### src/rtl/macc_mult_seq.sv
// Sequencer computing C = A x B for 2^S x 2^S matrices held in 1-cycle-latency BRAMs.
// Optional macro MACC_SEQ_SAT_EN: signed operands, wide accumulator, saturated C writes.
module macc_mult_seq #(
   parameter int ADDR_MSB         = 11,
   parameter int MAT_IDX_SIZE_MSB = 3,
   parameter int DATA_W           = 32
) (
   input  logic                        CLK,
   input  logic                        RST_L,
   input  logic                        start,
   input  logic [MAT_IDX_SIZE_MSB:0]   idx_size,
   output logic                        busy,
   output logic                        done,
   output logic [ADDR_MSB:0]           a_addr,
   output logic [ADDR_MSB:0]           b_addr,
   input  logic [DATA_W-1:0]           a_rdata,
   input  logic [DATA_W-1:0]           b_rdata,
   output logic [ADDR_MSB:0]           c_addr,
   output logic                        c_we,
   output logic [DATA_W-1:0]           c_wdata
);

   localparam int ADDR_W = ADDR_MSB + 1;
   localparam int S_MAX  = ADDR_W / 2;          // largest S whose N*N fits the RAM
   localparam int IDX_W  = S_MAX;
   localparam int S_W    = $clog2(S_MAX + 1);

   typedef enum logic [2:0] {
      ST_IDLE,
      ST_RUN,
      ST_LAST,
      ST_WR,
      ST_DONE
   } state_t;

`ifdef MACC_SEQ_SAT_EN
   localparam int ACC_W = 2 * DATA_W + S_MAX;
`else
   localparam int ACC_W = DATA_W;
`endif

   state_t                 r_state;
   state_t                 w_state_nxt;
   logic [S_W-1:0]         r_s;
   logic [S_W-1:0]         w_s_clamp;
   logic [IDX_W-1:0]       r_i, r_j, r_k;
   logic [IDX_W-1:0]       w_i_nxt, w_j_nxt, w_k_nxt;
   logic [IDX_W-1:0]       w_nmax;
   logic [ACC_W-1:0]       r_acc;
   logic [ACC_W-1:0]       w_prod_ext;
   logic [ACC_W-1:0]       w_acc_sum;
   logic [DATA_W-1:0]      w_wr_val;
   logic                   w_acc_en;
   logic                   w_acc_clr;
   logic                   r_busy, r_done, r_c_we;
   logic [ADDR_MSB:0]      r_a_addr, r_b_addr, r_c_addr;
   logic [DATA_W-1:0]      r_c_wdata;

   function automatic logic [ADDR_MSB:0] mk_addr(input logic [IDX_W-1:0] hi,
                                                 input logic [IDX_W-1:0] lo,
                                                 input logic [S_W-1:0]   s);
      return (ADDR_W'(hi) << s) | ADDR_W'(lo);
   endfunction

   assign w_s_clamp = (idx_size > (MAT_IDX_SIZE_MSB + 1)'(S_MAX)) ? S_W'(S_MAX) : S_W'(idx_size);
   assign w_nmax    = IDX_W'((1 << r_s) - 1);
   assign w_acc_sum = r_acc + w_prod_ext;

`ifdef MACC_SEQ_SAT_EN
   logic signed [2*DATA_W-1:0] w_prod;
   logic [ACC_W-DATA_W:0]      w_hi;

   assign w_prod     = $signed(a_rdata) * $signed(b_rdata);
   assign w_prod_ext = {{S_MAX{w_prod[2*DATA_W-1]}}, w_prod};
   assign w_hi       = w_acc_sum[ACC_W-1:DATA_W-1];

   // The sum fits signed DATA_W only when every bit above the sign position matches it.
   always_comb begin
      w_wr_val = w_acc_sum[DATA_W-1:0];
      if (!((&w_hi) || (~|w_hi))) begin
         w_wr_val = w_hi[ACC_W-DATA_W] ? {1'b1, {(DATA_W-1){1'b0}}} : {1'b0, {(DATA_W-1){1'b1}}};
      end
   end
`else
   assign w_prod_ext = a_rdata * b_rdata;
   assign w_wr_val   = w_acc_sum;
`endif

   always_comb begin
      w_state_nxt = r_state;
      w_i_nxt     = r_i;
      w_j_nxt     = r_j;
      w_k_nxt     = r_k;
      w_acc_en    = 1'b0;
      w_acc_clr   = 1'b0;
      case (r_state)
         ST_IDLE: begin
            if (start) begin
               w_state_nxt = ST_RUN;
               w_i_nxt     = '0;
               w_j_nxt     = '0;
               w_k_nxt     = '0;
               w_acc_clr   = 1'b1;
            end
         end
         ST_RUN: begin
            // Data for k-1 arrives while k is being addressed.
            w_acc_en = (r_k != '0);
            if (r_k == w_nmax) begin
               w_state_nxt = ST_LAST;
            end else begin
               w_k_nxt = r_k + IDX_W'(1);
            end
         end
         ST_LAST: begin
            w_acc_en    = 1'b1;
            w_state_nxt = ST_WR;
         end
         ST_WR: begin
            w_acc_clr = 1'b1;
            w_k_nxt   = '0;
            if (r_j == w_nmax) begin
               w_j_nxt = '0;
               w_i_nxt = r_i + IDX_W'(1);
            end else begin
               w_j_nxt = r_j + IDX_W'(1);
            end
            w_state_nxt = ((r_i == w_nmax) && (r_j == w_nmax)) ? ST_DONE : ST_RUN;
         end
         ST_DONE: w_state_nxt = ST_IDLE;
         default: w_state_nxt = ST_IDLE;
      endcase
   end

   always_ff @(posedge CLK) begin
      if (!RST_L) begin
         r_state   <= ST_IDLE;
         r_s       <= '0;
         r_i       <= '0;
         r_j       <= '0;
         r_k       <= '0;
         r_acc     <= '0;
         r_busy    <= 1'b0;
         r_done    <= 1'b0;
         r_c_we    <= 1'b0;
         r_a_addr  <= '0;
         r_b_addr  <= '0;
         r_c_addr  <= '0;
         r_c_wdata <= '0;
      end else begin
         r_state <= w_state_nxt;
         r_i     <= w_i_nxt;
         r_j     <= w_j_nxt;
         r_k     <= w_k_nxt;
         if ((r_state == ST_IDLE) && start) r_s <= w_s_clamp;
         if (w_acc_clr)     r_acc <= '0;
         else if (w_acc_en) r_acc <= w_acc_sum;
         // Addresses follow the next-state indices so they are stable for the whole RUN cycle.
         if (w_state_nxt == ST_RUN) begin
            r_a_addr <= mk_addr(w_i_nxt, w_k_nxt, r_s);
            r_b_addr <= mk_addr(w_k_nxt, w_j_nxt, r_s);
         end
         if (w_state_nxt == ST_WR) begin
            r_c_addr  <= mk_addr(r_i, r_j, r_s);
            r_c_wdata <= w_wr_val;
         end
         r_busy <= (w_state_nxt == ST_RUN) || (w_state_nxt == ST_LAST) || (w_state_nxt == ST_WR);
         r_done <= (w_state_nxt == ST_DONE);
         r_c_we <= (w_state_nxt == ST_WR);
      end
   end

   assign busy    = r_busy;
   assign done    = r_done;
   assign c_we    = r_c_we;
   assign a_addr  = r_a_addr;
   assign b_addr  = r_b_addr;
   assign c_addr  = r_c_addr;
   assign c_wdata = r_c_wdata;

endmodule

### config.mk
export PLATFORM = sky130hd
export DESIGN_NAME = macc_mult_seq
export DESIGN_NICKNAME = d
export VERILOG_FILES = /design/src/rtl/macc_mult_seq.sv
export SDC_FILE = /design/constraint.sdc
export NUM_CORES = 2
export LEC_CHECK = 0
export ABC_AREA = 1
export BUFFER_PORTS_ARGS = -buffer_cell sky130_fd_sc_hd__buf_2
export CORE_MARGIN = 4
export CORE_UTILIZATION = 35
export CTS_BUF_LIST = sky130_fd_sc_hd__clkbuf_2
export CTS_CLUSTER_DIAMETER = 100
export DETAILED_ROUTE_END_ITERATION = 16
export GPL_ROUTABILITY_DRIVEN = 0
export PLACE_DENSITY = 0.59
export RECOVER_POWER = 50
export SKIP_CTS_REPAIR_TIMING = 1
export SLEW_MARGIN = 10
export SYNTH_ARGS = -nofsm -noshare
export SYNTH_HDL_FRONTEND = slang
export SYNTH_SLANG_ARGS = --single-unit
### constraint.sdc
create_clock -name CLK -period 17 [get_ports CLK]
set_clock_uncertainty 0.2 [all_clocks]
set_input_delay 3.4 -clock CLK [delete_from_list [all_inputs] [get_ports CLK]]
set_output_delay 3.4 -clock CLK [all_outputs]
set_load 0.1 [all_outputs]
Word-level counts from Yosys, hierarchy flattened
Cells that the tools add are included.
{"block": "totals", "input_bits": 71, "output_inout_bits": 71, "reg_bits": 127, "wordCells": 62}
{"block": "op_classes", "n_reduce_logical": 7, "n_eq_ne": 10, "n_mul": 1, "shifts": 4, "muxes": 17, "bitwise_logic": 4, "n_lt_le_gt_ge": 1, "addsub": 5}
{"cell": "6-bit 2-to-1 mux", "count": 6}
{"cell": "12-bit by 6-bit OR with 12-bit output", "count": 3}
{"cell": "6-bit by 3-bit left shift with 12-bit output", "count": 3}
{"cell": "32-bit adder", "count": 1}
{"cell": "32-bit by 32-bit multiplier with 32-bit output", "count": 1}
{"cell": "6-bit case mux with 2 select lines", "count": 2}
{"cell": "6-bit by 1-bit adder with 6-bit output (second input constant)", "count": 3}
{"cell": "6-bit == test", "count": 3}
{"cell": "6-bit case mux with 3 select lines", "count": 1}
{"cell": "3-bit by 2-bit == test with 1-bit output (second input constant)", "count": 4}
{"cell": "3-bit 2-to-1 mux", "count": 4}
{"cell": "3-bit case mux with 4 select lines", "count": 1}
{"cell": "3-bit by 1-bit == test with 1-bit output (second input constant)", "count": 2}
{"cell": "6-bit nonzero test", "count": 1}
{"cell": "1-bit by 3-bit left shift with 6-bit output (first input constant)", "count": 1}
{"cell": "6-bit by 2-bit subtractor with 6-bit output (second input constant)", "count": 1}
{"cell": "4-bit by 3-bit > comparator with 1-bit output (second input constant)", "count": 1}
{"cell": "1-bit case mux with 2 select lines", "count": 2}
{"cell": "3-bit == test (second input constant)", "count": 1}
{"cell": "3-bit zero test", "count": 1}
{"cell": "1-bit logical AND", "count": 2}
{"cell": "1-bit logical OR", "count": 2}
{"cell": "2-bit OR reduction", "count": 1}
{"cell": "1-bit 2-to-1 mux", "count": 1}
{"cell": "1-bit inverter", "count": 1}

Longest topological paths before layout
{"block": "logic_depth", "depth_word": 9, "ltp_mapped": 36, "mapped_depth_nobuf": 35}

Worst setup path before layout
No wires, ideal clock.
{"block": "synth_timing", "kind": "input -> register", "from": "input port b_rdata[2]", "to": "register r_c_wdata[29], in the netlist c_wdata[29]", "path_stages": 26, "arrival_time_ns": 9.745, "t_required_ns": 16.739, "path_buffers": 2, "setup_ns": 0.061, "setup_slack_ns": 6.994, "cell_sequence": "clkbuf_1 clkbuf_1 nand2_1 fa_1 fa_1 inv_1 fa_1 inv_1 fa_1 inv_1 fa_1 inv_1 fa_1 fa_1 fa_1 inv_1 ha_1 nand2_1 nor4_1 nand4_1 nand3_1 a21oi_1 or2_2 nand3_1 o211ai_1 inv_1"}
{"block": "synth_via", "elab_chain_cells": 2}
{"element": "start, declared", "line_no": "17", "source": "input logic [DATA_W-1:0] b_rdata,"}
{"element": "32-bit by 32-bit multiplier with 32-bit output", "line_no": "85", "source": "assign w_prod_ext = a_rdata * b_rdata;"}
{"element": "32-bit adder", "line_no": "67", "source": "assign w_acc_sum = r_acc + w_prod_ext;"}
{"element": "end signal, assigned", "line_no": "165", "source": "r_c_wdata <= w_wr_val;"}
{"element": "end, declared", "line_no": "57", "source": "logic [DATA_W-1:0] r_c_wdata;"}
Every way passes these cells.
A chain may end at the register's enable or synchronous reset.

Worst setup path in the final report
{"block": "layout_timing", "from": "input port b_rdata[0]", "to": "register r_c_wdata[22], in the netlist c_wdata[22]"}
Same word-level chain as after synthesis.

==> out/results.ini <==
[cts]
ctsHtreeMaxLevel = 4
clk_path_buf_depth = 2
insertion_delay_ns = 0.71
clk_pin_slew_ns = 0.21
cts_buffers = 17
cts_root_buf = clkbuf_2
cts_tree = done
clock-sinks = 127

[critical_path]
path_cells = buf_2 -> nand2_1 -> inv_1 -> fa_1 -> fa_1 -> fa_1 -> inv_1 -> fa_1 -> inv_1 -> fa_1 -> fa_1 -> fa_1 -> inv_1 -> fa_1 -> inv_1 -> ha_1 -> nand2_1 -> nor4_1 -> nand4_1 -> a31o_2 -> nand3_1 -> o211ai_1 -> inv_1
cp-start-kind = primary input
cp-end-kind = flip-flop
path_common_cell = fa_1
crit_arrival_ns = 10.59
cp_max_fo = 33
crit_path_max_incr_delay_ns = 0.66
path_class = primary input to flip-flop
crit_slowest_cell = nor4_1
crit_required_ns = 17.45

[synth]
synth_top_area_share_pct = 37.2
synth-xor-area-share_pct = 1.60
synthAdderAreaFrac_pct = 43.9
muxShareOfSynthArea_pct = 0.0424
ys_seq_area_share_pct = 10.8
yosys_warnings = 0
synth_top_family_by_area = adder cells
synth_ff_type = dfxtp_1
async_flop_share_pct = 0
synth_area_leaders = fa_1 (37%), inv_1 (15%), nand2_1 (13%), dfxtp_1 (11%), ha_1 (6.8%)
synth_edf_count = 0
syn_area_um2 = 23600
synth_nets = 3861
ys_seq_elements = 127
yosys.area.top_type = fa_1
synth-simple-area-share_pct = 19.6
postSynthAreaPerCell_um2 = 7.32
netlist_instances = 3224
ys_types = 46
synth_compound_area_share_pct = 6.28

[detailed_routing]
drc = 0
routedWlPerCell_um = 16.1
ant_nets = 0
firstDrtPassIters = 5
drtIter0Drc = 1243
avgViaCountPerCell = 4.72
wl_um = 66300
dr_total_vias = 19500

[floorplanning]
start_util_pct = 35.6
num_rows = 94
boundaryPins = 142
die_y_um = 268
die_w_um = 268
fp.coreArea_um2 = 66300
die_area_um2 = 71600

[global_routing]
grt_max_degree = 70
antenna_found_initial = 2
grt_overflow = 0
grt_pass1_vias = 19800
grt_usage_pct = 19.0
grt_pass1_wl_um = 109000

[cells_and_area]
final_common_cell = inv_1
design_area_um2 = 25100
final_nets = 3883
syn_to_final_growth_pct = 6.31
drive_gt1_share_pct = 5.49
layout_common_cells = inv_1 (951), nand2_1 (838), fa_1 (438), nand3_1 (163), ha_1 (128)

[flow_run]
maxCapViolations = 3

[placement]
post-place-ws_ns = 6.23
io_buffer_count = 141
dpl-instance-area_um2 = 24900
dpl.hpwl_um = 53200

[timing]
min_period_ns = 10.13
rsz0062_at_grt = false
slew_viol_final = 131
totalNegativeSetupSlack_ns = 0
fmax_mhz = 98.7
setup_viol = 0
tightestPinTransition_ns = 2.65
relSlewSlack_pct = -76.4
finalCritPeriodShare_pct = 59.6
fin_ws_ns = 6.87
final_hold_viol_count = 0

[hold_path]
hold_path.class = flip-flop to flip-flop

[status]
violations = capacitance limit, slew limit
status = complete, but fails checks

==> state kept, by name, summed over array words and instances, names as in the netlist <==
name	flops
c_wdata	32
r_s	3
c_we	1
r_state	3
r_i	6
r_acc	32
b_addr	12
a_addr	12
r_j	6
c_addr	12
busy	1
done	1
r_k	6
==> critical path, delay by kind of cell <==
family	cells	cell delay, ns
adders and majority gates	9	4.41
and+or+nand+nor	5	1.33
buffers and inverters	7	0.99
AOI/OAI and AO/OA	2	0.40
==> per-stage QoR <==
step	hold WS (ns)	utilization (%)	std cells
finish	0.281	37.8	4125
global route	0.305	37.8	4125
CTS	0.286	37.9	4123
detailed placement	0.249	37.5	4091
global placement	0.252	37.5	4091
floorplan	0.262	-	3224
==> area by class of cell <==
cell class / instances / area, µm²
timing repair buffer: 152 / 737
multi-input combinational: 1992 / 16900
antenna: 2 / 5.00
sequential: 127 / 2540
fill: 7075 / 41200
inverter: 956 / 3590
clock buffer: 18 / 90.1
tap: 864 / 1080
clock inverter: 14 / 166
==> cell families after synthesis <==
| group | after synthesis |
|---|---|
| compound gates | 250 |
| fa+ha+maj | 566 |
| buf+inv | 1105 |
| simple gates | 1132 |
| mux | 1 |
| xor+xnor | 43 |
| flops | 127 |
==> routing by layer <==
| metal | part of all wire, % | vias up | GRT usage (%) |
|---|---|---|---|
| li1 | - | 9330 | - |
| met1 | 48 | 9509 | 27.8 |
| met4 | 1.3 | 2 | 3.03 |
| met5 | 0.011 | - | 0 |
| met3 | 6.0 | 54 | 2.79 |
| met2 | 45 | 566 | 30.5 |
==> cell usage after synthesis (all sizes together), types with 3 or more instances <==
library cell	instances
nor4	4
nand3	163
o21a	5
dfxtp	127
or2	8
ha	128
a21oi	76
o21bai	19
o21ai	85
nand2	845
buf	26
a31oi	7
nor2	78
fa	438
a211oi	3
inv	954
clkbuf	123
nand3b	7
nand4	14
o211ai	41
nor3	12
xor2	30
a21o	6
xnor2	13
==> path summary, 6_finish.rpt <==
check	start	endpoint	slack (ns)	depth (start not counted)
min	a_addr[9]	a_addr[9]	0.28	2
min reg2reg	a_addr[9]	a_addr[9]	0.28	2
max	b_rdata[0]	c_wdata[22]	6.87	23
max reg2reg	r_acc[21]	c_wdata[22]	9.91	22
Power is left out: the tool's default activity adds up to more than one toggle a clock period on the data nets, which glitch-free logic cannot reach.
